==> src/rtl/triangle_generator_pkg.sv <==
// rtl/triangle_generator_pkg.sv - shared types and width defaults for the triangle ramp generator
package triangle_pkg;

  // Ramp phases: climbing, dwelling at the peak, falling, dwelling at the trough.
  typedef enum logic [1:0] {
    S_UP       = 2'd0,
    S_HOLD_TOP = 2'd1,
    S_DOWN     = 2'd2,
    S_HOLD_BOT = 2'd3
  } tri_state_t;

  // Default widths: ramp value / bounds / step, and dwell count.
  localparam int DEF_N = 8;
  localparam int DEF_D = 4;

  // Direction flag carried by each phase: rising side includes the peak dwell.
  function automatic logic state_is_rising(input tri_state_t s);
    return (s == S_UP) || (s == S_HOLD_TOP);
  endfunction

endpackage

==> src/rtl/triangle_generator_if.sv <==
// rtl/triangle_generator_if.sv - control and ramp-output bundle for the triangle generator
interface triangle_generator_if #(
  parameter int N = triangle_pkg::DEF_N,
  parameter int D = triangle_pkg::DEF_D
);

  logic         ena;
  logic [N-1:0] lo;
  logic [N-1:0] hi;
  logic [N-1:0] step;
  logic [D-1:0] dwell;
  logic [N-1:0] out;
  logic         dir;
  logic         at_peak;
  logic         at_trough;

  // Side that supplies the tick, bounds and step, and watches the ramp.
  modport master (
    output ena, lo, hi, step, dwell,
    input  out, dir, at_peak, at_trough
  );

  // Side that produces the ramp.
  modport slave (
    input  ena, lo, hi, step, dwell,
    output out, dir, at_peak, at_trough
  );

endinterface

==> src/rtl/triangle_generator_comparator_eq.sv <==
// rtl/triangle_generator_comparator_eq.sv - N-bit equality comparator used for dwell expiry
module comparator_eq #(
  parameter int N = 4
) (
  input  logic [N-1:0] a,
  input  logic [N-1:0] b,
  output logic         eq
);

  // Pure combinational match.
  always_comb begin
    eq = (a == b);
  end

endmodule

==> src/rtl/triangle_generator.sv <==
// rtl/triangle_generator.sv - bounded up/down ramp with dwell at each extreme and peak/trough flags
module triangle_generator
  import triangle_pkg::*;
#(
  parameter int N = DEF_N,
  parameter int D = DEF_D
) (
  input logic                 clk,
  input logic                 rst,
  triangle_generator_if.slave bus
);

  tri_state_t   state_q, state_d;
  logic [N-1:0] out_q, out_d;
  logic [D-1:0] cnt_q, cnt_d;
  logic         dir_q, dir_d;
  logic         peak_q, peak_d;
  logic         trough_q, trough_d;

  logic [N-1:0] step_eff;
  logic [N:0]   sum_up;
  logic [N:0]   down_floor;
  logic [N-1:0] diff_down;
  logic [D-1:0] cnt_inc;
  logic         cnt_match;
  logic         hold_done;
  logic         degenerate;

  // Dwell expiry: the incremented count reaches the programmed dwell.
  comparator_eq #(.N(D)) u_dwell_eq (
    .a  (cnt_inc),
    .b  (bus.dwell),
    .eq (cnt_match)
  );

  // Arithmetic for both ramp directions; sums are one bit wider so nothing wraps.
  always_comb begin
    step_eff   = (bus.step == '0) ? N'(1) : bus.step;
    sum_up     = {1'b0, out_q} + {1'b0, step_eff};
    down_floor = {1'b0, bus.lo} + {1'b0, step_eff};
    diff_down  = out_q - step_eff;
    cnt_inc    = cnt_q + D'(1);
    // A live dwell lowered below the elapsed count ends the hold on this tick.
    hold_done  = cnt_match || (cnt_q >= bus.dwell);
    degenerate = (bus.lo >= bus.hi);
  end

  // Next-state, next-value and flag decode; nothing moves without a tick.
  always_comb begin
    state_d  = state_q;
    out_d    = out_q;
    cnt_d    = cnt_q;
    dir_d    = dir_q;
    peak_d   = 1'b0;
    trough_d = 1'b0;

    if (bus.ena) begin
      if (degenerate) begin
        // Empty range: park at lo on the rising side with no flags.
        out_d   = bus.lo;
        state_d = S_UP;
        dir_d   = 1'b1;
        cnt_d   = '0;
      end else begin
        unique case (state_q)
          S_UP: begin
            if (sum_up >= {1'b0, bus.hi}) begin
              out_d  = bus.hi;
              peak_d = 1'b1;
              cnt_d  = '0;
              if (bus.dwell != '0) begin
                state_d = S_HOLD_TOP;
              end else begin
                state_d = S_DOWN;
              end
            end else if (sum_up < {1'b0, bus.lo}) begin
              // lo was raised above the ramp: pull up to the new floor.
              out_d = bus.lo;
            end else begin
              out_d = sum_up[N-1:0];
            end
          end

          S_HOLD_TOP: begin
            if (hold_done) begin
              cnt_d   = '0;
              state_d = S_DOWN;
              out_d   = bus.hi;
            end else begin
              cnt_d = cnt_inc;
            end
          end

          S_DOWN: begin
            if ({1'b0, out_q} <= down_floor) begin
              out_d    = bus.lo;
              trough_d = 1'b1;
              cnt_d    = '0;
              if (bus.dwell != '0) begin
                state_d = S_HOLD_BOT;
              end else begin
                state_d = S_UP;
              end
            end else if (diff_down > bus.hi) begin
              // hi was lowered below the ramp: pull down to the new ceiling.
              out_d = bus.hi;
            end else begin
              out_d = diff_down;
            end
          end

          S_HOLD_BOT: begin
            if (hold_done) begin
              cnt_d   = '0;
              state_d = S_UP;
              out_d   = bus.lo;
            end else begin
              cnt_d = cnt_inc;
            end
          end

          default: begin
            state_d = S_UP;
            cnt_d   = '0;
          end
        endcase
        dir_d = state_is_rising(state_d);
      end
    end
  end

  // State, ramp value, dwell count and flag registers; reset wins over the tick.
  always_ff @(posedge clk) begin
    if (rst) begin
      state_q  <= S_UP;
      out_q    <= bus.lo;
      cnt_q    <= '0;
      dir_q    <= 1'b1;
      peak_q   <= 1'b0;
      trough_q <= 1'b0;
    end else begin
      state_q  <= state_d;
      out_q    <= out_d;
      cnt_q    <= cnt_d;
      dir_q    <= dir_d;
      peak_q   <= peak_d;
      trough_q <= trough_d;
    end
  end

  assign bus.out       = out_q;
  assign bus.dir       = dir_q;
  assign bus.at_peak   = peak_q;
  assign bus.at_trough = trough_q;

endmodule

==> src/flat_wrapper.sv <==
// flat-port wrapper written by rule: the top's interface ports become plain ports
module triangle_generator_flat import triangle_pkg::*;
#(
  parameter int N = DEF_N,
  parameter int D = DEF_D
)
  (clk, rst, bus_ena, bus_lo, bus_hi, bus_step, bus_dwell, bus_out, bus_dir, bus_at_peak, bus_at_trough);
  triangle_generator_if #(.N(N), .D(D)) bus_i ();
  input logic clk;
  input logic rst;
  input wire logic [$bits(bus_i.ena)-1:0] bus_ena;
  input wire logic [$bits(bus_i.lo)-1:0] bus_lo;
  input wire logic [$bits(bus_i.hi)-1:0] bus_hi;
  input wire logic [$bits(bus_i.step)-1:0] bus_step;
  input wire logic [$bits(bus_i.dwell)-1:0] bus_dwell;
  output wire logic [$bits(bus_i.out)-1:0] bus_out;
  output wire logic [$bits(bus_i.dir)-1:0] bus_dir;
  output wire logic [$bits(bus_i.at_peak)-1:0] bus_at_peak;
  output wire logic [$bits(bus_i.at_trough)-1:0] bus_at_trough;
  assign bus_i.ena = bus_ena;
  assign bus_i.lo = bus_lo;
  assign bus_i.hi = bus_hi;
  assign bus_i.step = bus_step;
  assign bus_i.dwell = bus_dwell;
  assign bus_out = bus_i.out;
  assign bus_dir = bus_i.dir;
  assign bus_at_peak = bus_i.at_peak;
  assign bus_at_trough = bus_i.at_trough;
  triangle_generator #(.N(N), .D(D)) u_core (.clk(clk), .rst(rst), .bus(bus_i));
endmodule
==> config.mk <==
export PLATFORM = sky130hd
export DESIGN_NAME = triangle_generator_flat
export DESIGN_NICKNAME = d
export VERILOG_FILES = /design/src/rtl/triangle_generator_pkg.sv /design/src/rtl/triangle_generator_if.sv /design/src/rtl/triangle_generator_comparator_eq.sv /design/src/rtl/triangle_generator.sv /design/src/flat_wrapper.sv
export SDC_FILE = /design/constraint.sdc
export NUM_CORES = 1
export LEC_CHECK = 0
export ABC_AREA = 1
export CORE_ASPECT_RATIO = 0.8
export CORE_UTILIZATION = 53
export DETAILED_ROUTE_END_ITERATION = 10
export PLACE_DENSITY_LB_ADDON = 0.25
export SLEW_MARGIN = 15
export SYNTH_ARGS = -nofsm -noshare
export SYNTH_HDL_FRONTEND = slang
export SYNTH_SLANG_ARGS = --single-unit
==> constraint.sdc <==
create_clock -name clk -period 3.9 [get_ports clk]
set_clock_uncertainty 0.1 [all_clocks]
set_input_delay 0.78 -clock clk [delete_from_list [all_inputs] [get_ports clk]]
set_output_delay 0.78 -clock clk [all_outputs]
set_load 0.1 [all_outputs]
# [Word-level counts from Yosys, hierarchy flattened]
# Cells that the tools add are included.
[totals] register_bits=17 input_bits=31 output_inout_bits=11 word_cells=69
[classes] addsub=4 n_lt_le_gt_ge=6 eq_ne=9 mux=29 bitwise_logic=3 reduce_logical=12
[op_table] cell="$mux W8" n=10
[op_table] cell="$pmux W8 S4" n=1
[op_table] cell="$add A8 B8 Y9" n=2
[op_table] cell="$mux W2" n=9
[op_table] cell="$mux W4" n=4
[op_table] cell="$pmux W4 S3" n=1
[op_table] cell="$ge A9 B8 Y1" n=1
[op_table] cell="$le A8 B9 Y1" n=1
[op_table] cell="$lt A9 B8 Y1" n=1
[op_table] cell="$ge A8 B8 Y1" n=1
[op_table] cell="$gt A8 B8 Y1" n=1
[op_table] cell="$logic_not A8 Y1" n=1
[op_table] cell="$ne A4 B2 Y1 const B" n=2
[op_table] cell="$pmux W2 S4" n=1
[op_table] cell="$reduce_or A4 Y1" n=2
[op_table] cell="$sub A8 B8 Y8" n=1
[op_table] cell="$ne A3 B1 Y1 const B" n=2
[op_table] cell="$reduce_and A3 Y1" n=2
[op_table] cell="$add A4 B1 Y4 const B" n=1
[op_table] cell="$eq A2 B1 Y1 const B" n=2
[op_table] cell="$eq A2 B2 Y1 const B" n=2
[op_table] cell="$eq A4 B4 Y1" n=1
[op_table] cell="$ge A4 B4 Y1" n=1
[op_table] cell="$logic_not A2 Y1" n=2
[op_table] cell="6 further kinds" n=11

# [Logic depth before layout (Yosys ltp)]
# Gate-level depths: netlist of run 1.
[depth] depth_word=11 ltp_mapped=25 mapped_depth_nobuf=25

# [Modules after synthesis]
# From an unflattened synthesis of run 1, not the netlist that was laid out.
[hier_totals] cells_unflattened=590 hier_area_um2=3703.6
[by_module_without_submodules] mod="triangle_generator" instances=1 cells_each=575 area_each_um2=3637.2 seq_area_each_um2=420.4
[by_module_without_submodules] mod="comparator_eq" instances=1 cells_each=15 area_each_um2=66.3 seq_area_each_um2=0.0

# [Worst setup path before layout of run 1]
# OpenSTA, ideal clock, no wires.
[synth_path] kind="input-to-reg" from="in bus_step[1]" to="reg u_core.out_q[5], in the netlist u_core.bus.out[5], data pin" setup_ns=0.253 arrival_ns=3.618 required_time_ns=3.547 path_slack_ns=-0.071 cell_stages=22 path_buffers=0 path_cell_list="nor4_1 a41o_1 ha_1 inv_1 fa_1 nor2_4 nor2_4 o21bai_4 xor2_1 ha_1 nand2_1 inv_1 a21oi_1 nand2_1 nand2_1 nand3_1 nand2_2 nand3_2 nand2_1 nand3_1 nand3b_1 nand2_1"
[synth_via] elab_chain_len=10 elab_cells_between_ends=17 classes_between="add/sub: 3; order compare: 4; mux: 9; reduce/logical: 1"
[synth_lines] item="start: declaration" line_no="flat_wrapper.sv:14" rtl="input wire logic [$bits(bus_i.step)-1:0] bus_step;"
[synth_lines] item="$logic_not A8 Y1" line_no="triangle_generator.sv:38" rtl="step_eff = (bus.step == '0) ? N'(1) : bus.step;"
[synth_lines] item="$mux W8 *" line_no="triangle_generator.sv:38"
[synth_lines] item="$add A8 B8 Y9 / $sub A8 B8 Y8 (equally long branches)" line_no="triangle_generator.sv:39, triangle_generator.sv:41"
[synth_lines] item="$lt A9 B8 Y1 / $gt A8 B8 Y1 (equally long branches)" line_no="triangle_generator.sv:76, triangle_generator.sv:104"
[synth_lines] item="$mux W8 (on tied branches)" line_no="triangle_generator.sv:76, triangle_generator.sv:104"
[synth_lines] item="$mux W8 (on tied branches)" line_no="triangle_generator.sv:67, triangle_generator.sv:95"
[synth_lines] item="$pmux W8 S4 *" line_no="triangle_generator.sv:65" rtl="unique case (state_q)"
[synth_lines] item="$mux W8 *" line_no="triangle_generator.sv:58" rtl="if (degenerate) begin"
[synth_lines] item="$mux W8 *" line_no="triangle_generator.sv:57" rtl="if (bus.ena) begin"
[synth_lines] item="$mux W8 *" line_no="triangle_generator.sv:134" rtl="if (rst) begin"
[synth_lines] item="end signal: assignment" line_no="triangle_generator.sv:136" rtl="out_q <= bus.lo;"
[synth_lines] item="end signal: assignment" line_no="triangle_generator.sv:143" rtl="out_q <= out_d;"
[synth_lines] item="end: declaration" line_no="triangle_generator.sv:14" rtl="logic [N-1:0] out_q, out_d;"
# Mark *: on every way between the ends. The rest lies on a longest branch, timed or not. The select of a mux whose other input is x is not followed.
# A chain may end at the register's enable or synchronous reset.

# [Worst setup path in the final report of run 1]
[layout_path] from="in bus_step[1]" to="reg u_core.out_q[4], in the netlist u_core.bus.out[4], data pin"
# The elaborated chain is that of the path after synthesis.

==> qor.log, run 1 <==
INFO  outcome        run_status=finished, violations left
INFO  outcome        failed_checks=negative setup slack
INFO  cells_and_area post-route-util=78.8%
INFO  synthesis      yosysUniqueCellTypes=43
INFO  setup_path     slowest_delay=0.36ns
INFO  cells_and_area layout.area.seq=420µm²
INFO  placed_design  gp_routability_congestion=0.934
INFO  synthesis      asyncSetResetFlopFracSynth=0%
INFO  synthesis      synth_edf_count=8
INFO  floorplanning  die-height=78.2µm
INFO  power          p_switching=1540µW
INFO  cells_and_area multiInputGateArea=3300µm²
INFO  route          avgRoutedWirePerCell=16.2µm
INFO  synthesis      mappedNetlistArea=3840µm²
INFO  sta            fin_tns_setup=-2.08ns
INFO  synthesis      syn-instance-count=610
INFO  route          detail_route.iter0.violations=396
INFO  cells_and_area final_layout_size_suffix_gt1_share=30.8%
INFO  synthesis      synth.most_common_cell=nand2_1
INFO  grt            grt_first_pass_wirelength=20800µm
INFO  route          finalWirelength=13500µm
INFO  sta            timing.max_slew.rel_slack=31.0%
INFO  setup_path     req_time_crit_path=3.82ns
INFO  placed_design  io_buffer_count=41
INFO  sta            post-route-worst-setup-slack=-0.232ns
INFO  route          dr.pass1.iters=6
INFO  cells_and_area syn_to_final_growth=42.7%
INFO  setup_path     setup.reg_to_reg.worst_slack=0.36ns
INFO  synthesis      synthDominantCellAreaShare=22.5%
INFO  clocking       post_cts_hold_buffer_count=0
INFO  grt            grt_pass1_vias=4369
INFO  sta            final_max_slew_violation_count=0
INFO  setup_path     cp-start-kind=primary input
INFO  setup_path     timing.reg2reg.worst_path_depth=19
INFO  floorplanning  floorplan.initialDensity=55.2%
INFO  cells_and_area num-nets-final=848
INFO  power          design_power_total=2820µW
INFO  setup_path     worst_r2r_endpoint=u_core.bus.out[4]$_DFFE_PP_
INFO  route          final_antenna_net_count=0
INFO  sta            highest_achievable_clock_rate=242MHz
INFO  cells_and_area insertedDiodeCount=0
INFO  setup_path     timing.rr.start=u_core.bus.out[2]$_DFFE_PP_
INFO  job            max_cap_violations=0
INFO  clocking       worst_skew_pair.late_latency=0.26ns
INFO  clocking       htree_levels=1
INFO  clocking       cts_made_buffers=3
INFO  power          peakVddDrop=0.247mV
INFO  worst_hold_path hold_path_startpoint=u_core.bus.dir$_SDFFE_PP1P_
INFO  setup_path     critPathCaptureType=register
INFO  synthesis      synth.cells.most_frequent=nand2_1, inv_1, ha_1, nand3_1, a21oi_1
INFO  sta            share_of_the_cycle_needed_by_the_critical_path_after_routing=106%
INFO  route          num_vias=4673
INFO  sta            max_slew.worst_pin.slew=1.03ns
INFO  synthesis      dominantRegCellSynth=dfxtp_1
INFO  grt            grt-ovfl-total=0
INFO  setup_path     critical_path_peak_fanout=7
INFO  power          pwr-share-seq=10.1%
INFO  grt            largest_net_degree_at_the_start_of_global_routing=14
INFO  route          vias_per_cell=5.62
INFO  floorplanning  placementRows=27
INFO  clocking       root_buffer=clkbuf_8
INFO  synthesis      post-synth-top-area-cell=ha_1
INFO  clocking       clock_path_buffers=2
INFO  setup_path     crit_arrival=4.05ns
INFO  setup_path     crit_family=simple AND/OR/NAND/NOR gates
INFO  floorplanning  io_count=42
INFO  synthesis      yosys_synthesis_warning_count=0
INFO  setup_path     cp_cell_sequence=buf_8 > nor4_4 > a41o_1 > ha_2 > inv_2 > fa_2 > nor2_4 > nor2_4 > o21bai_4 > xor2_4 > ha_4 > nand2_4 > nor2_1 > nand2_1 > nand3_2 > nand2_1 > nand2_1 > nand2_2 > nand2_4 > nand2_4 > o21ai_1 > nand3b_1 > nand2_1
INFO  worst_hold_path min_path_cells=3
INFO  synthesis      synth-seq-area-share=10.9%
INFO  power          pwr-share-comb=84.8%
INFO  synthesis      synth.ff_latch_count=17
INFO  clocking       clk_transition_reported_paths=0.08ns
INFO  setup_path     slowest_stage=fa_2
INFO  sta            timing.final.hold_violations=0
INFO  power          p_per_area=514nW/µm²
INFO  power          netSwitchingFraction=54.5%
INFO  clocking       cts_tree=done
INFO  worst_hold_path worst_hold_path.endpoint=u_core.bus.dir$_SDFFE_PP1P_
INFO  synthesis      ys_top_cells_by_area=ha_1, nand2_1, inv_1
INFO  grt            globalRouteTotalUtil=33.9%
INFO  sta            rsz_0062_raised_after_global_routing=yes
INFO  route          drt_drc_violations_left=0
INFO  grt            antenna_found_initial=1
INFO  synthesis      syn_avg_cell_area=6.30µm²
INFO  power          power.clock.fraction=5.1%
INFO  power          cellLeakagePower=0.00299µW
INFO  setup_path     path_common_cell=nand2_1
INFO  setup_path     worst-path-buf-inv=2
INFO  power          p_int=1280µW
INFO  worst_hold_path min-delay-path-class=reg -> reg
INFO  setup_path     timing_worst_setup_path_type=in -> reg
INFO  placed_design  postPlaceCellArea=4860µm²
INFO  sta            min_period=4.13ns
INFO  cells_and_area count_of_filler_cells_inserted_in_the_layout=535
INFO  clocking       cts.sinks=17
INFO  floorplanning  die_area=7600µm²
INFO  synthesis      synth.net_count=713
INFO  placed_design  place_hpwl=10100µm
INFO  floorplanning  core_region_area=6960µm²
INFO  cells_and_area fin_area=5490µm²
INFO  sta            setup_viol_count_final=16
INFO  sta            worst_hold_slack=0.432ns
INFO  floorplanning  chipWidth=97.2µm
worst reg2reg max path: cells and delay by family (launching register included):
family          cells  cell delay, ns
compound gates      2            0.42
buf+inv             1            0.20
simple gates       13            1.13
xor+xnor            1            0.28
fa+ha+maj           2            0.64
flops               1            0.53
worst max-delay path by stage:
stage | from | end | slack (ns) | depth (start not counted)
6_report | bus_step[1] | u_core.bus.out[4]$_DFFE_PP_ | -0.23 | 23
5_1_grt | bus_step[1] | u_core.bus.out[4]$_DFFE_PP_ | -0.37 | 23
4_1_cts | bus_step[7] | u_core.bus.out[4]$_DFFE_PP_ | -0.09 | 23
3_5_place_dp | bus_step[1] | u_core.bus.out[6]$_DFFE_PP_ | -0.69 | 22
3_3_place_gp | bus_step[1] | u_core.bus.out[4]$_DFFE_PP_ | -0.57 | 23
2_1_floorplan | bus_step[1] | u_core.bus.out[5]$_DFFE_PP_ | 0.05 | 22
cell families (layout without fill, tap and decap cells):
family | count (synthesis) | count (layout) | synth area share (%)
fa+ha+maj | 72 | 72 | 24.0
simple gates | 307 | 307 | 37.0
xor+xnor | 16 | 16 | 3.65
flops | 17 | 17 | 10.9
buf+inv | 127 | 261 | 13.2
compound gates | 71 | 71 | 11.2
layout make-up:
class	instances	area share [%]
Timing Repair Buffer	140	21.2
Clock inverter	1	0.0912
Tap cell	87	1.98
Inverter	117	8.14
Clock buffer	3	0.753
Multi-Input combinational cell	466	60.1
Sequential cell	17	7.66
power groups by stage:
stage               Clock, µW  Sequential (µW)  Combinational (µW)
floorplan                   0              418                1110
global placement            0              284                1840
detailed placement          0              284                1880
CTS                       140              281                2100
global route              148              286                2590
finish                    143              285                2390
routing by layer:
metal	wire length [µm]	vias to the layer above	track usage (%)	part of all wire, %
li1	-	2237	-	-
met1	5640	2137	44.3	42
met2	6200	241	59.9	46
met3	1230	56	5.43	9.1
met4	414	2	5.88	3.1
met5	11	-	0	0.081
flip-flops by register name, indices dropped and copies added, names as in the netlist:
signal and count:
u_core.state_q 2, u_core.bus.at_trough 1, u_core.bus.out 8, u_core.bus.dir 1, u_core.cnt_q 4, u_core.bus.at_peak 1
metrics by stage:
| stage | std cells | setup WS, ns |
|---|---|---|
| 4_1_cts | 826 | -0.0884 |
| 3_5_place_dp | 802 | -0.688 |
| 5_1_grt | 831 | -0.375 |
| 6_report | 831 | -0.232 |
| 3_3_place_gp | 802 | -0.565 |
| 2_1_floorplan | 610 | 0.0531 |
what timing repair did:
action	in CTS	in global routing
endpoints found under the setup margin	16	16
cloned	0	0
resized for setup	66	59
pin swaps	44	61
setup buffers	20	5
layout by cell type (no fill, tap or decap), types with 4 or more instances in the layout:
cell and count:
a21oi_1 25, o21ai_1 7, nor2_2 4, inv_2 20, nand2_1 162, nand3_1 34, a21oi_2 13, nand2_2 24
buf_4 96, nor2_1 22, buf_6 5, clkdlybuf4s50_1 32, nand4_1 12, a221oi_1 8, edfxtp_1 8, inv_1 93
xor2_1 7, nand3_2 18, nand3b_1 5, ha_1 64, dfxtp_1 9, xnor2_1 4, nor2_4 6, nand2_4 6
o21ai_0 5
Note: power is estimated with default switching activity, not from simulation.
==> run 2: changes to the inputs <==
--- a/config.mk
+++ b/config.mk
@@ -7,7 +7,8 @@
 export LEC_CHECK = 0
 export ABC_AREA = 1
 export CORE_ASPECT_RATIO = 0.8
-export CORE_UTILIZATION = 53
+export CORE_UTILIZATION = 54
+export CTS_BUF_LIST = sky130_fd_sc_hd__clkbuf_4 sky130_fd_sc_hd__clkbuf_8
 export DETAILED_ROUTE_END_ITERATION = 10
 export PLACE_DENSITY_LB_ADDON = 0.25
 export SLEW_MARGIN = 15
==> run 2 against run 1 <==
Sequential cell count unchanged. Die area is 1.8% lower. Cell count is 1.8% lower. Critical path type unchanged. Core utilization is 3.3 points lower. Non-clock buffer count is 15 lower. Clock power is 8% lower. The run still ends with negative setup slack left. Routed wire length decreased by 5.1%. Sequential power is essentially flat. Worst setup slack improved by 0.15 ns.
==> qor.log, run 2 (synthesis results as in run 1) <==
INFO  setup_path     crit_arrival=4.01ns [was 4.05 ns]
INFO  sta            min_period=3.98ns [was 4.13 ns]
INFO  clocking       worst_skew_pair.late_latency=0.25ns [was 0.26 ns]
INFO  setup_path     cp-start-kind=primary input [unchanged]
INFO  setup_path     worst_r2r_endpoint=u_core.bus.out[4]$_DFFE_PP_ [unchanged]
INFO  cells_and_area syn_to_final_growth=35.5% [was 42.7%]
INFO  setup_path     path_common_cell=nand2_1 [unchanged]
INFO  cells_and_area top_library_cells_by_usage_in_the_layout_fill_and_taps_aside=nand2_1, inv_1, buf_4 [was nand2_1, buf_4, inv_1]
INFO  floorplanning  chipWidth=96.3µm [was 97.2 µm]
INFO  route          detail_route.iter0.violations=430 [was 396]
INFO  cells_and_area num-nets-final=833 [was 848]
INFO  power          power.clock.fraction=5.2% [was 5.1%]
INFO  route          route.met3.wl=1020µm [was 1230 µm]
INFO  setup_path     slowest_delay=0.35ns [was 0.36 ns]
INFO  worst_hold_path min-delay-path-class=reg -> reg [unchanged]
INFO  route          final_antenna_net_count=0 [unchanged]
INFO  setup_path     critPathCaptureType=register [unchanged]
INFO  sta            post-route-worst-setup-slack=-0.0788ns [was -0.232 ns]
INFO  cells_and_area insertedDiodeCount=0 [unchanged]
INFO  route          met1_length=5510µm [was 5640 µm]
INFO  outcome        failed_checks=negative setup slack [unchanged]
INFO  setup_path     timing.rr.start=u_core.bus.out[0]$_DFFE_PP_ [was u_core.bus.out[2]$_DFFE_PP_]
INFO  setup_path     crit_family=simple AND/OR/NAND/NOR gates [unchanged]
INFO  route          highest-signal-layer=met4 [was met5]
INFO  sta            final_max_slew_violation_count=0 [unchanged]
INFO  sta            share_of_the_cycle_needed_by_the_critical_path_after_routing=102% [was 106%]
INFO  floorplanning  placementRows=27 [unchanged]
INFO  outcome        run_status=finished, violations left [unchanged]
INFO  setup_path     timing.reg2reg.worst_path_depth=20 [was 19]
INFO  sta            worst_hold_slack=0.436ns [was 0.432 ns]
INFO  power          p_int=1150µW [was 1280 µW]
INFO  grt            grt_first_pass_wirelength=20100µm [was 20800 µm]
INFO  clocking       clock_path_buffers=2 [unchanged]
INFO  floorplanning  die-height=77.5µm [was 78.2 µm]
INFO  setup_path     critical_path_peak_fanout=7 [unchanged]
INFO  grt            largest_net_degree_at_the_start_of_global_routing=14 [unchanged]
INFO  placed_design  io_buffer_count=41 [unchanged]
INFO  clocking       clk_transition_reported_paths=0.07ns [was 0.08 ns]
INFO  grt            grt-ovfl-total=0 [unchanged]
INFO  clocking       cts.sinks=17 [unchanged]
INFO  power          p_switching=1410µW [was 1540 µW]
INFO  setup_path     worst-path-buf-inv=6 [was 2]
INFO  setup_path     slowest_stage=fa_2 [unchanged]
INFO  floorplanning  io_count=42 [unchanged]
INFO  sta            rsz_0062_raised_after_global_routing=yes [unchanged]
INFO  worst_hold_path hold_path_startpoint=u_core.bus.dir$_SDFFE_PP1P_ [unchanged]
INFO  placed_design  postPlaceCellArea=4850µm² [was 4860 µm²]
INFO  placed_design  place_hpwl=10100µm [about the same]
INFO  setup_path     req_time_crit_path=3.93ns [was 3.82 ns]
INFO  sta            timing.final.hold_violations=0 [unchanged]
INFO  placed_design  gp_routability_congestion=0.989 [was 0.934]
INFO  sta            timing.max_slew.rel_slack=34.6% [was 31.0%]
INFO  power          design_power_total=2560µW [was 2820 µW]
INFO  floorplanning  die_area=7460µm² [was 7600 µm²]
INFO  grt            grt_pass1_vias=4359 [was 4369]
INFO  cells_and_area final_layout_size_suffix_gt1_share=25.0% [was 30.8%]
INFO  clocking       cts_made_buffers=3 [unchanged]
INFO  power          pwr-share-comb=83.7% [was 84.8%]
INFO  route          finalWirelength=12800µm [was 13500 µm]
INFO  setup_path     timing_worst_setup_path_type=in -> reg [unchanged]
INFO  power          p_per_area=491nW/µm² [was 514 nW/µm²]
INFO  cells_and_area fin_area=5210µm² [was 5490 µm²]
INFO  grt            globalRouteTotalUtil=34.9% [was 33.9%]
INFO  cells_and_area count_of_filler_cells_inserted_in_the_layout=554 [was 535]
INFO  setup_path     setup.reg_to_reg.worst_slack=0.40ns [was 0.36 ns]
INFO  power          peakVddDrop=0.195mV [was 0.247 mV]
INFO  grt            antenna_found_initial=0 [was 1]
INFO  sta            fin_tns_setup=-0.717ns [was -2.08 ns]
INFO  clocking       cts_tree=done [unchanged]
INFO  route          num_vias=4510 [was 4673]
INFO  route          avgRoutedWirePerCell=15.7µm [was 16.2 µm]
INFO  cells_and_area flip_flop_count_of_the_largest_register_all_copies_and_words_added=8 [unchanged]
INFO  route          vias_per_cell=5.53 [was 5.62]
INFO  cells_and_area final_common_cell=nand2_1 [unchanged]
INFO  worst_hold_path worst_hold_path.endpoint=u_core.bus.dir$_SDFFE_PP1P_ [unchanged]
INFO  job            max_cap_violations=0 [unchanged]
INFO  sta            setup_viol_count_final=14 [was 16]
INFO  clocking       post_cts_hold_buffer_count=0 [unchanged]
INFO  route          dr.pass1.iters=6 [unchanged]
INFO  power          pwr-share-seq=11.1% [was 10.1%]
INFO  power          cellLeakagePower=0.00289µW [was 0.00299 µW]
INFO  cells_and_area post-route-util=75.6% [was 78.8%]
INFO  sta            max_slew.worst_pin.slew=0.978ns [was 1.03 ns]
INFO  power          netSwitchingFraction=55.1% [was 54.5%]
INFO  clocking       root_buffer=clkbuf_8 [unchanged]
INFO  setup_path     path_depth=25 [was 23]
INFO  route          drt_drc_violations_left=0 [unchanged]
INFO  floorplanning  floorplan.initialDensity=55.8% [was 55.2%]
INFO  worst_hold_path min_path_cells=3 [unchanged]
INFO  floorplanning  core_region_area=6890µm² [was 6960 µm²]
INFO  sta            highest_achievable_clock_rate=251MHz [was 242 MHz]
INFO  clocking       htree_levels=1 [unchanged]
INFO  route          wl_met2=5920µm [was 6200 µm]
## run 2: cell types whose count changed in the layout (fill, tap and decap cells not counted), sizes merged
cell           delta
buf              -15
dlygate4sd2       +1
clkdlybuf4s15     -1
## run 2: cell type report
type / count / area [µm²] / share of cell area, %
Clock buffer: 3 / 41.3 / 0.793
Clock inverter: 1 / 5.00 / 0.0961
Inverter: 117 / 444 / 8.53
Multi-Input combinational cell: 466 / 3140 / 60.3
Sequential cell: 17 / 420 / 8.07
Tap cell: 87 / 109 / 2.09
Timing Repair Buffer: 125 / 1050 / 20.1
## run 2: worst max path at each step
stage                start                            to
2_1_floorplan  bus_step[1]   u_core.bus.out[5]$_DFFE_PP_
3_3_place_gp   bus_step[4]   u_core.bus.out[3]$_DFFE_PP_
3_5_place_dp   bus_step[1]   u_core.bus.out[5]$_DFFE_PP_
4_1_cts        bus_step[3]   u_core.bus.out[6]$_DFFE_PP_
5_1_grt        bus_step[4]   u_core.bus.out[0]$_DFFE_PP_
6_report       bus_step[4]  u_core.cnt_q[2]$_SDFFE_PP0P_
## run 2: metal layers
metal / vias to the layer above / track usage (%)
li1: 2212 / -
met1: 2039 / 44.5
met2: 209 / 58.8
met3: 50 / 5.59
met4: 0 / 12.8
met5: - / 0
## run 2: metrics by stage
stage	std cells	setup WS, ns
final	816	-0.0788
after global routing	816	-0.332
after CTS	815	-0.0629
after detailed placement	800	-0.653
after global placement	800	-0.564
after floorplan	610	0.0531
## run 2: timing repair
| item | 4_1_cts | 5_1_grt |
|---|---|---|
| pin swaps | 36 | 19 |
| buffers inserted | 11 | 1 |
| resized for setup | 57 | 30 |
| endpoints found under the setup margin | 17 | 16 |
## run 2: power by group through the flow
| stage | Sequential [µW] | Clock [µW] | Combinational [µW] |
|---|---|---|---|
| after floorplan | 418 | 0 | 1110 |
| after global routing | 285 | 139 | 2350 |
| final | 285 | 132 | 2140 |
| after CTS | 281 | 130 | 2000 |
| after global placement | 284 | 0 | 1830 |
| after detailed placement | 285 | 0 | 1880 |
## run 2: worst register-to-register path, cell delays in order (launching register included)
cell and delay, ns:
edfxtp_1 0.48, inv_1 0.14, ha_1 0.26, fa_1 0.42
inv_1 0.09, nand3_1 0.07, nand3_1 0.09, xor2_1 0.21
inv_1 0.07, ha_1 0.27, nand2_1 0.06, nor2_2 0.12
nand4_2 0.11, nand2_2 0.20, nand2_1 0.09, o21ai_1 0.10
nand2_1 0.08, nand2_1 0.09, nand2_1 0.07, nand3b_1 0.09
nand2_1 0.05
==> run 3: changes to the inputs <==
--- a/config.mk
+++ b/config.mk
@@ -7,6 +7,7 @@
 export LEC_CHECK = 0
 export ABC_AREA = 1
 export CORE_ASPECT_RATIO = 0.8
+export CORE_MARGIN = 2
 export CORE_UTILIZATION = 54
 export CTS_BUF_LIST = sky130_fd_sc_hd__clkbuf_4 sky130_fd_sc_hd__clkbuf_8
 export DETAILED_ROUTE_END_ITERATION = 10
==> run 3 against run 2 <==
The flow still finishes with violations (negative setup slack). Die area is 4.7% higher. Sequential power hardly changed. Maximum frequency is 0.53% lower. Core utilization is 2.8 points higher. Routed wire length is 2.6% higher. Critical path depth is 3 lower. Cell count is 0.49% higher. Via count is 2.8% higher. Clock power is 4% higher. Hold slack hardly changed. Register-to-register slack better by 0.05 ns. Non-clock buffer count is 4 higher. Highest routed layer unchanged.
==> qor.log, run 3 (synthesis results as in run 1) <==
INFO  outcome        run_status=finished, violations left [unchanged]
INFO  outcome        failed_checks=negative setup slack [unchanged]
INFO  placed_design  place_hpwl=10200µm [was 10100 µm]
INFO  floorplanning  die-height=79.5µm [was 77.5 µm]
INFO  sta            setup_viol_count_final=13 [was 14]
INFO  power          p_switching=1490µW [was 1410 µW]
INFO  floorplanning  chipWidth=98.3µm [was 96.3 µm]
INFO  setup_path     timing.reg2reg.worst_path_depth=18 [was 20]
INFO  power          pwr-share-seq=10.4% [was 11.1%]
INFO  cells_and_area final_layout_size_suffix_gt1_share=28.4% [was 25.0%]
INFO  sta            max_slew.worst_pin.slew=0.978ns [about the same]
INFO  route          dr.pass1.iters=5 [was 6]
INFO  setup_path     setup.reg_to_reg.worst_slack=0.45ns [was 0.40 ns]
INFO  sta            highest_achievable_clock_rate=250MHz [was 251 MHz]
INFO  route          detail_route.iter0.violations=362 [was 430]
INFO  clocking       post_cts_hold_buffer_count=0 [unchanged]
INFO  power          p_int=1250µW [was 1150 µW]
INFO  setup_path     critPathCaptureType=register [unchanged]
INFO  route          num_vias=4638 [was 4510]
INFO  floorplanning  die_area=7810µm² [was 7460 µm²]
INFO  grt            largest_net_degree_at_the_start_of_global_routing=14 [unchanged]
INFO  power          power.clock.fraction=5.0% [was 5.2%]
INFO  power          design_power_total=2740µW [was 2560 µW]
INFO  clocking       clk_transition_reported_paths=0.07ns [about the same]
INFO  placed_design  gp_routability_congestion=1.03 [was 0.989]
INFO  route          drt_drc_violations_left=0 [unchanged]
INFO  clocking       cts.sinks=17 [unchanged]
INFO  cells_and_area num-nets-final=837 [was 833]
INFO  cells_and_area insertedDiodeCount=0 [unchanged]
INFO  grt            grt_pass1_vias=4515 [was 4359]
INFO  cells_and_area top_library_cells_by_usage_in_the_layout_fill_and_taps_aside=nand2_1, inv_1, buf_4 [unchanged]
INFO  power          peakVddDrop=0.219mV [was 0.195 mV]
INFO  floorplanning  io_count=42 [unchanged]
INFO  sta            post-route-worst-setup-slack=-0.100ns [was -0.0788 ns]
INFO  route          vias_per_cell=5.66 [was 5.53]
INFO  sta            timing.max_slew.rel_slack=34.5% [was 34.6%]
INFO  clocking       clock_path_buffers=2 [unchanged]
INFO  cells_and_area post-route-util=78.3% [was 75.6%]
INFO  clocking       root_buffer=clkbuf_8 [unchanged]
INFO  route          finalWirelength=13100µm [was 12800 µm]
INFO  sta            fin_tns_setup=-0.830ns [was -0.717 ns]
INFO  setup_path     cp-start-kind=primary input [unchanged]
INFO  cells_and_area final_common_cell=nand2_1 [unchanged]
INFO  grt            grt_first_pass_wirelength=20700µm [was 20100 µm]
INFO  setup_path     critical_path_peak_fanout=7 [unchanged]
INFO  power          p_per_area=507nW/µm² [was 491 nW/µm²]
INFO  route          final_antenna_net_count=0 [unchanged]
INFO  sta            share_of_the_cycle_needed_by_the_critical_path_after_routing=103% [was 102%]
INFO  floorplanning  floorplan.initialDensity=55.8% [unchanged]
INFO  cells_and_area flip_flop_count_of_the_largest_register_all_copies_and_words_added=8 [unchanged]
INFO  grt            globalRouteTotalUtil=32.4% [was 34.9%]
INFO  clocking       worst_skew_pair.late_latency=0.26ns [was 0.25 ns]
INFO  worst_hold_path min-delay-path-class=reg -> reg [unchanged]
INFO  setup_path     timing.rr.start=u_core.bus.out[2]$_DFFE_PP_ [was u_core.bus.out[0]$_DFFE_PP_]
INFO  cells_and_area syn_to_final_growth=40.5% [was 35.5%]
INFO  sta            final_max_slew_violation_count=0 [unchanged]
INFO  sta            min_period=4.00ns [was 3.98 ns]
INFO  setup_path     crit_arrival=3.91ns [was 4.01 ns]
INFO  power          netSwitchingFraction=54.4% [was 55.1%]
INFO  setup_path     timing_worst_setup_path_type=in -> reg [unchanged]
INFO  route          avgRoutedWirePerCell=16.0µm [was 15.7 µm]
INFO  power          cellLeakagePower=0.00293µW [was 0.00289 µW]
INFO  grt            antenna_found_initial=0 [unchanged]
INFO  clocking       cts_made_buffers=3 [unchanged]
INFO  job            max_cap_violations=0 [unchanged]
INFO  setup_path     req_time_crit_path=3.81ns [was 3.93 ns]
INFO  grt            grt-ovfl-total=0 [unchanged]
INFO  floorplanning  core_region_area=6890µm² [unchanged]
INFO  sta            rsz_0062_raised_after_global_routing=yes [unchanged]
INFO  floorplanning  placementRows=27 [unchanged]
INFO  worst_hold_path min_path_cells=3 [unchanged]
INFO  worst_hold_path hold_path_startpoint=u_core.bus.dir$_SDFFE_PP1P_ [unchanged]
INFO  power          pwr-share-comb=84.6% [was 83.7%]
INFO  clocking       htree_levels=1 [unchanged]
INFO  setup_path     worst_r2r_endpoint=u_core.bus.out[5]$_DFFE_PP_ [was u_core.bus.out[4]$_DFFE_PP_]
INFO  sta            timing.final.hold_violations=0 [unchanged]
INFO  worst_hold_path worst_hold_path.endpoint=u_core.bus.dir$_SDFFE_PP1P_ [unchanged]
INFO  clocking       cts_tree=done [unchanged]
INFO  placed_design  io_buffer_count=41 [unchanged]
-- run 3: changes by cell type in the layout (fill, tap and decap cells not counted), sizes merged --
cell,delta
buf,+5
clkdlybuf4s15,-1
clkbuf,+1
dlygate4sd2,-1
-- run 3: cell type report --
class | count | area [µm²]
Fill cell | 507 | 1490
Sequential cell | 17 | 420
Clock inverter | 1 | 5.00
Multi-Input combinational cell | 466 | 3290
Inverter | 117 | 447
Tap cell | 87 | 109
Clock buffer | 3 | 41.3
Timing Repair Buffer | 129 | 1090
-- run 3: how the worst max path moves through the flow --
| stage | start | to | cells past startpoint |
|---|---|---|---|
| CTS | bus_step[3] | u_core.bus.out[6]$_DFFE_PP_ | 23 |
| finish | bus_step[3] | u_core.bus.out[5]$_DFFE_PP_ | 22 |
| global placement | bus_step[1] | u_core.bus.out[4]$_DFFE_PP_ | 23 |
| global route | bus_step[3] | u_core.bus.out[4]$_DFFE_PP_ | 23 |
| floorplan | bus_step[1] | u_core.bus.out[5]$_DFFE_PP_ | 22 |
| detailed placement | bus_step[1] | u_core.bus.out[6]$_DFFE_PP_ | 23 |
-- run 3: power groups by stage --
stage	sequential, µW	clock [µW]	combinational (µW)
3_3_place_gp	284	0	1840
4_1_cts	282	138	2030
2_1_floorplan	418	0	1110
6_report	286	137	2320
3_5_place_dp	285	0	1900
5_1_grt	288	142	2520
-- run 3: what timing repair did --
action / 4_1_cts / 5_1_grt
pin swaps: 42 / 32
resized for setup: 73 / 50
buffers inserted: 8 / 8
endpoints found under the setup margin: 16 / 17
-- run 3: worst max-delay path, stage by stage --
cell and delay (ns):
buf_6 0.10, nor4_4 0.24, a41o_1 0.25, ha_2 0.22, inv_2 0.05, fa_2 0.37
buf_4 0.15, xor2_1 0.16, buf_4 0.16, ha_1 0.28, nand2_1 0.11, nor2_1 0.16
nand2_1 0.08, nand3_1 0.07, nand2_1 0.06, nand2_2 0.08, nand2_4 0.08, nand2_8 0.11
nand2_4 0.08, o21ai_2 0.15, nand3b_1 0.11, nand2_1 0.05
-- run 3: routing by layer --
metal  GRT usage, %  wire length (µm)
met1           42.1              5460
met4           9.59               359
met5              0                 0
met3           5.78              1210
met2           55.4              6110
-- run 3: metrics by stage --
| stage | worst slack, ns | cells | cell area, µm² | hold WS [ns] |
|---|---|---|---|---|
| global placement | -0.553 | 800 | 4850 | 0.413 |
| global route | -0.295 | 820 | 5400 | 0.474 |
| floorplan | 0.0531 | 610 | 3850 | 0.387 |
| finish | -0.100 | 820 | 5400 | 0.436 |
| CTS | -0.0695 | 812 | 5110 | 0.433 |
| detailed placement | -0.700 | 800 | 4850 | 0.412 |
